==> config.mk <==
export PLATFORM = sky130hd
export DESIGN_NAME = disp_colr_adapt
export DESIGN_NICKNAME = d
export VERILOG_FILES = /design/src/rtl/disp_colr_pkg.sv /design/src/rtl/disp_colr_adapt_chan.sv /design/src/rtl/disp_colr_adapt.sv
export SDC_FILE = /design/constraint.sdc
export NUM_CORES = 1
export LEC_CHECK = 0
export CAP_MARGIN = 5
export CORE_ASPECT_RATIO = 0.6
export CORE_MARGIN = 2
export CORE_UTILIZATION = 30
export CTS_BUF_LIST = sky130_fd_sc_hd__clkbuf_2
export DETAILED_ROUTE_END_ITERATION = 10
export PLACE_DENSITY = 0.66
export SYNTH_ARGS = -nofsm -noshare
export SYNTH_HDL_FRONTEND = slang
export SYNTH_SLANG_ARGS = --single-unit
==> constraint.sdc <==
create_clock -name clk_pix -period 0.8 [get_ports clk_pix]
set_input_delay 0.08 -clock clk_pix [delete_from_list [all_inputs] [get_ports clk_pix]]
set_output_delay 0.08 -clock clk_pix [all_outputs]
set_load 0.01 [all_outputs]
==> src/rtl/disp_colr_pkg.sv <==
// Shared encodings and constants for the display colour width adapter.
package disp_colr_pkg;

    typedef enum logic [1:0] {
        COLR_TRUNC    = 2'd0,
        COLR_ROUND    = 2'd1,
        COLR_ORDER    = 2'd2,
        COLR_TEMPORAL = 2'd3
    } colr_mode_e;

    // 4x4 ordered-dither matrix, indexed by {y[1:0], x[1:0]}
    localparam logic [3:0] BAYER [16] = '{
        4'd0,  4'd8,  4'd2,  4'd10,
        4'd12, 4'd4,  4'd14, 4'd6,
        4'd3,  4'd11, 4'd1,  4'd9,
        4'd15, 4'd7,  4'd13, 4'd5
    };

    function automatic logic [11:0] scale_thresh(input logic [3:0] b, input int d);
        logic [11:0] w;
        w = {8'd0, b};
        if (d <= 4)
            scale_thresh = w >> (4 - d);
        else
            scale_thresh = w << (d - 4);
    endfunction

endpackage

==> src/rtl/disp_colr_adapt_chan.sv <==
// Single colour channel: replicate when widening, threshold-add and saturate
// when narrowing. Two register stages in both cases.
module colr_chan_adapt
    import disp_colr_pkg::*;
#(
    parameter int BPC_IN  = 5,
    parameter int BPC_OUT = 8
) (
    input  logic               clk,
    input  logic               srst,
    input  colr_mode_e         mode,
    input  logic [3:0]         bayer,
    input  logic [BPC_IN-1:0]  chan_in,
    output logic [BPC_OUT-1:0] chan_out
);

    logic [BPC_OUT-1:0] out_reg;

    assign chan_out = out_reg;

    if (BPC_OUT >= BPC_IN) begin : g_widen
        logic [BPC_OUT-1:0] rep;
        logic [BPC_OUT-1:0] rep_reg;
        wire                unused_ok = ^{mode, bayer};

        for (genvar gi = 0; gi < BPC_OUT; gi++) begin : g_rep
            assign rep[BPC_OUT-1-gi] = chan_in[BPC_IN-1-(gi % BPC_IN)];
        end

        always_ff @(posedge clk) begin
            if (srst) begin
                rep_reg <= '0;
                out_reg <= '0;
            end else begin
                rep_reg <= rep;
                out_reg <= rep_reg;
            end
        end
    end else begin : g_narrow
        localparam int D = BPC_IN - BPC_OUT;

        logic [BPC_IN-1:0] thresh;
        logic [BPC_IN:0]   sum_reg;

        always_comb begin
            thresh = '0;
            case (mode)
                COLR_TRUNC: thresh = '0;
                COLR_ROUND: thresh = BPC_IN'(1) << (D - 1);
                default:    thresh = BPC_IN'(scale_thresh(bayer, D));
            endcase
        end

        // carry out of the add means the rounded value overflowed the output range
        always_ff @(posedge clk) begin
            if (srst) begin
                sum_reg <= '0;
                out_reg <= '0;
            end else begin
                sum_reg <= {1'b0, chan_in} + {1'b0, thresh};
                out_reg <= sum_reg[BPC_IN] ? '1 : sum_reg[BPC_IN-1:D];
            end
        end
    end

endmodule

==> src/rtl/disp_colr_adapt.sv <==
// Colour width adapter top: mode latch, frame counter, timing delay, per-channel adapters.
// Optional greyscale path enabled by defining COLR_ADAPT_GREY_EN.
module disp_colr_adapt
    import disp_colr_pkg::*;
#(
    parameter int BPC_IN   = 5,
    parameter int BPC_OUT  = 8,
    parameter int CHANNELS = 3,
    parameter int CORDW    = 16
) (
    input  logic                         clk_pix,
    input  logic                         rst_pix,
    input  logic [1:0]                   mode_req,
`ifdef COLR_ADAPT_GREY_EN
    input  logic                         grey_req,
`endif
    input  logic signed [CORDW-1:0]      x_in,
    input  logic signed [CORDW-1:0]      y_in,
    input  logic                         hsync_in,
    input  logic                         vsync_in,
    input  logic                         de_in,
    input  logic                         frame_in,
    input  logic [CHANNELS*BPC_IN-1:0]   colr_in,
    output logic signed [CORDW-1:0]      x_out,
    output logic signed [CORDW-1:0]      y_out,
    output logic                         hsync_out,
    output logic                         vsync_out,
    output logic                         de_out,
    output logic                         frame_out,
    output logic [CHANNELS*BPC_OUT-1:0]  colr_out,
    output logic [1:0]                   mode_out
);

    colr_mode_e mode_q_reg;
    colr_mode_e mode_eff;
    logic [1:0] fc_reg;
    logic [1:0] fc_off;
    logic [1:0] bx;
    logic [1:0] by;
    logic [3:0] bayer;

    logic [CHANNELS*BPC_IN-1:0] colr_blank;
    logic [CHANNELS*BPC_IN-1:0] colr_src;

    logic signed [CORDW-1:0] x_s1_reg, x_s2_reg, y_s1_reg, y_s2_reg;
    logic [3:0]              tim_s1_reg, tim_s2_reg;
    colr_mode_e              mode_s1_reg, mode_s2_reg;

    assign mode_eff = frame_in ? colr_mode_e'(mode_req) : mode_q_reg;

    // temporal mode walks the dither matrix origin with the frame counter
    assign fc_off = (mode_eff == COLR_TEMPORAL) ? fc_reg : 2'd0;
    assign bx     = x_in[1:0] + fc_off;
    assign by     = y_in[1:0] + {fc_off[0], fc_off[1]};
    assign bayer  = BAYER[{by, bx}];

    assign colr_blank = de_in ? colr_in : '0;

    always_ff @(posedge clk_pix) begin
        if (rst_pix) begin
            mode_q_reg <= COLR_TRUNC;
            fc_reg     <= 2'd0;
        end else begin
            mode_q_reg <= mode_eff;
            if (frame_in)
                fc_reg <= fc_reg + 2'd1;
        end
    end

`ifdef COLR_ADAPT_GREY_EN
    if (CHANNELS != 3) begin : g_grey_chk
        $error("COLR_ADAPT_GREY_EN requires CHANNELS == 3");
    end

    logic                grey_q_reg;
    logic                grey_eff;
    logic [BPC_IN+1:0]   luma_sum;
    logic [BPC_IN-1:0]   luma;

    assign grey_eff = frame_in ? grey_req : grey_q_reg;
    assign luma_sum = {2'b00, colr_blank[2*BPC_IN +: BPC_IN]}
                    + {1'b0, colr_blank[BPC_IN +: BPC_IN], 1'b0}
                    + {2'b00, colr_blank[0 +: BPC_IN]};
    assign luma     = luma_sum[BPC_IN+1:2];
    assign colr_src = grey_eff ? {CHANNELS{luma}} : colr_blank;

    always_ff @(posedge clk_pix) begin
        if (rst_pix)
            grey_q_reg <= 1'b0;
        else
            grey_q_reg <= grey_eff;
    end
`else
    assign colr_src = colr_blank;
`endif

    always_ff @(posedge clk_pix) begin
        if (rst_pix) begin
            x_s1_reg    <= '0;
            y_s1_reg    <= '0;
            tim_s1_reg  <= '0;
            mode_s1_reg <= COLR_TRUNC;
            x_s2_reg    <= '0;
            y_s2_reg    <= '0;
            tim_s2_reg  <= '0;
            mode_s2_reg <= COLR_TRUNC;
        end else begin
            x_s1_reg    <= x_in;
            y_s1_reg    <= y_in;
            tim_s1_reg  <= {hsync_in, vsync_in, de_in, frame_in};
            mode_s1_reg <= mode_eff;
            x_s2_reg    <= x_s1_reg;
            y_s2_reg    <= y_s1_reg;
            tim_s2_reg  <= tim_s1_reg;
            mode_s2_reg <= mode_s1_reg;
        end
    end

    assign x_out     = x_s2_reg;
    assign y_out     = y_s2_reg;
    assign hsync_out = tim_s2_reg[3];
    assign vsync_out = tim_s2_reg[2];
    assign de_out    = tim_s2_reg[1];
    assign frame_out = tim_s2_reg[0];
    assign mode_out  = mode_s2_reg;

    for (genvar gi = 0; gi < CHANNELS; gi++) begin : g_chan
        colr_chan_adapt #(
            .BPC_IN  (BPC_IN),
            .BPC_OUT (BPC_OUT)
        ) u_chan (
            .clk      (clk_pix),
            .srst     (rst_pix),
            .mode     (mode_eff),
            .bayer    (bayer),
            .chan_in  (colr_src[gi*BPC_IN +: BPC_IN]),
            .chan_out (colr_out[gi*BPC_OUT +: BPC_OUT])
        );
    end

endmodule

# Word-level counts from Yosys, hierarchy flattened
# Cells that the tools add are included.
[word_totals]
output_inout_bits = 62
input_bits = 55
regBits = 124
[classes]
muxes = 1
bitwise = 1
reduce_logical = 1
[op_table]
columns = ["operator", "n"]
rows = [
  ["$mux 15", 1],
  ["$reduce_or 2->1", 1],
  ["$not 1->1", 1],
]

# Longest topological paths before layout
[depth]
ltp_word = 2
depth_mapped = 4

# Cells and area by module
# A second synthesis with hierarchy kept.
[unflattened]
cells_unflattened = 269
hier_area_um2 = 3226.8
[by_module_without_submodules]
columns = ["module", "seq_area_each_um2", "area_per_inst_um2", "n_inst", "cells_per_inst"]
rows = [
  ["disp_colr_adapt", 1561.5, 2371.0, 1, 200],
  ["colr_chan_adapt", 200.2, 285.3, 3, 23],
]

# Worst setup path before layout
# OpenSTA, ideal clock, no wires.
[synth_path]
path_type = "input-to-reg"
startpoint = "in rst_pix"
endpoint = "reg g_chan[0].u_chan.g_widen.rep_reg[2]"
arrival_time_ns = 0.556
stages = 4
n_path_buf = 2
path_slack_ns = 0.185
cell_sequence = "buf_6 nor2b_4 buf_6 and2_1"
[synth_lines]
columns = ["item", "line_no", "text"]
rows = [
  ["start: declaration", "disp_colr_adapt.sv:12", "input logic rst_pix,"],
  ["end signal: assignment", "disp_colr_adapt_chan.sv:35", "rep_reg <= rep;"],
  ["end: declaration", "disp_colr_adapt_chan.sv:23", "logic [BPC_OUT-1:0] rep_reg;"],
]

# Worst setup path after layout
[layout_path]
startpoint = "reg g_chan[1].u_chan.out_reg[2]"
endpoint = "out colr_out[10]"
[layout_lines]
columns = ["item", "line_no", "text"]
rows = [
  ["start: declaration", "disp_colr_adapt_chan.sv:17", "logic [BPC_OUT-1:0] out_reg;"],
  ["start signal: assignment", "disp_colr_adapt_chan.sv:36", "out_reg <= rep_reg;"],
  ["end: declaration", "disp_colr_adapt.sv:30", "output logic [CHANNELS*BPC_OUT-1:0] colr_out,"],
]
# No word-level cell between the ends.

==> impl_metrics.yaml <==
final_layout:
  utilization_pct: 50.66
  fillCellCount: 823
  syn_to_final_growth_pct: 61.10
  multi_input_area_um2: 685.7
  drive_above_1_share_pct: 29.04
  post_layout_nonfiller_instances: 527
  num-nets-final: 447
  regArea_um2: 2163
  postLayoutCellArea_um2: 4741
global_route:
  grt_pass1_vias: 1700
  antenna_found_initial: 1
  grtUsageTotal_pct: 10.61
  grt_max_degree: 60
  grt_pass1_wl_mm: 8.411
  overflow: 0
synthesis:
  post-synth-top-count-cell: "dfxtp_1"
  synth_edf_count: 0
  synthArstFlopShare_pct: 0
  synthFlopType: "dfxtp_1"
  ys_ff_latch: 106
  synthDistinctLibCells: 9
  synth.top_cell.area_share_pct: 72.11
  syn_area_um2: 2943
  ys_seq_area_share_pct: 72.11
  yosysTopAreaCell: "dfxtp_1"
  syn_avg_cell_area_um2: 12.58
  synth_fp_nets: 289
  synthCells: 234
  synth_warnings: 0
  synthTopCellsByArea: "dfxtp_1, nor2b_1, and2_1, buf_4, buf_2"
  synthTopCellsByCount: "dfxtp_1, nor2b_1, and2_1, buf_2, buf_4"
placement:
  io_buffers: 116
  gp_congestion: 0.6847
  place_ws_ns: -0.2285
  dp_cells: 463
  dp_hpwl_mm: 3.686
  placed_cell_area_um2: 4187
cts:
  cts-htree-levels: 3
  cts.path.max_buffers: 2
  insertion_delay_ns: 0.52
  cts_root_buf: "clkbuf_2"
  numClockSinks: 106
  cts_buffers: 9
  cts_tree: "yes"
  clk_pin_slew_ns: 0.23
min_path:
  hold_depth: 2
  hold_path.class: "primary input to register"
setup_path:
  start_kind: "register"
  path_cells: "buf_6 > buf_6"
  crit_fanout: 2
  rr_worst_depth: 2
  crit_family: "flip-flops"
  path_common_cell: "buf_6"
  cpPeakStageDelay_ns: 0.37
  path_class: "register to output pin"
  arrival_ns: 1.09
  crit_path_end_kind: "output pin"
  path_buf_inv: 2
  cp_num_cells: 2
  crit_path_top_delay_cell: "dfxtp_2"
  crit_required_ns: 0.72
  r2r_slack_ns: 0.18
flow_run:
  drv_cap: 0
route:
  drcViolationCount: 0
  drtPass1Iterations: 3
  routed_wl_mm: 5.727
  drtIter0Drc: 47
  final_antenna_net_count: 0
  vias: 1959
  wire_per_inst_um: 10.87
  vias_per_cell: 3.717
sta:
  slew_viol_final: 0
  period_needed_ns: 1.170
  period_share_pct: 146.2
  worst_slack_ns: -0.3695
  max-slew-margin-rel_pct: 82.94
  rsz0062_at_grt: "true"
  finalSetupViolCount: 62
  tightestPinTransition_ns: 0.2559
  clock_skew_ns: 0.01897
  hold_viol_final: 0
  fmax_ghz: 0.8550
power_and_ir_drop:
  leakagePower_nw: 2.002
  power_mw: 8.536
  power_density_nw_per_um2: 1800
  peakVddDrop_mv: 0.7885
die:
  die-area_um2: 10640
  start_util_pct: 31.45
  coreArea_um2: 9358
  die_h_um: 80.72
  ioPinCount: 117
  rows: 27
  die_w_um: 131.9
status:
  violations: "setup timing"
  status: "complete, but fails checks"
cell type report:
type                       count  area share, %
sequential                   106          45.63
timing repair buffer         167          34.68
multi-input combinational    108          14.46
tap                          130          3.431
clock buffer                  10          1.056
clock inverter                 5         0.6862
antenna                        1        0.05278
per-layer routing:
metal / up-vias / global-route usage (%) / wire length [um]
met4: 0 / 4.565 / 83
li1: 1005 / - / -
met5: - / 0 / 0
met2: 75 / 15.00 / 2470
met1: 870 / 12.61 / 2576
met3: 9 / 7.008 / 597
timing repair:
| item | 4_1_cts | 5_1_grt |
|---|---|---|
| endpoints found under the hold margin | 66 | 35 |
| resized for setup | 297 | 26 |
| setup buffers | 1 | 0 |
| pin swaps | 0 | 0 |
| endpoints found under the setup margin | 62 | 62 |
| hold buffers | 12 | 35 |
per-stage QoR:
stage / setup TNS, ns / hold slack [ns]
6_report: -18.11 / 0.09006
5_1_grt: -27.21 / 0.003089
4_1_cts: -22.99 / 0.001932
3_5_place_dp: -10.55 / 0.4204
3_3_place_gp: -10.36 / 0.4155
2_1_floorplan: 0 / 0.2017
logic make-up (layout without fill, tap and decap cells):
kind of cell | count (synthesis) | count (layout) | share of synthesized area, %
buffers and inverters | 20 | 182 | 4.592
flip-flops | 106 | 106 | 72.11
multiplexers | 2 | 2 | 0.6803
other | 0 | 1 | 0
AND/OR/NAND/NOR | 106 | 106 | 22.62
report_power, final:
part	internal, mW	total, mW	switching [mW]	leakage [nW]
clock network	0.394	1.98	1.58	0.0514
logic	0.672	0.964	0.293	1.06
registers	5.53	5.59	0.0648	0.888
total	6.60	8.54	1.94	2.00
final timing paths:
kind                                                                startpoint                                       to
worst max-delay path                   g_chan[1].u_chan.chan_out[2]$_SDFF_PP0_                             colr_out[10]
worst min-delay path                                                  y_in[10]                  y_s1_reg[10]$_SDFF_PP0_
worst max register to register                     mode_s1_reg[1]$_SDFFE_PP0P_              mode_s1_reg[1]$_SDFFE_PP0P_
worst min register to register  g_chan[2].u_chan.g_widen.rep_reg[2]$_SDFF_PP0_  g_chan[2].u_chan.chan_out[2]$_SDFF_PP0_
cell usage in the layout (no fill, tap or decap):
master	count
clkdlybuf4s50_1	53
dlygate4sd3_1	47
buf_6	42
buf_2	22
clkinv_1	1
clkinvlp_4	2
nor2b_1	88
and2_1	15
nor2b_4	1
dfxtp_2	33
dfxtp_1	73
clkinv_2	1
clkinv_4	1
nor2_1	2
diode_2	1
mux2i_1	2
clkbuf_2	10
buf_12	3
(Power assumes the default switching activity.)
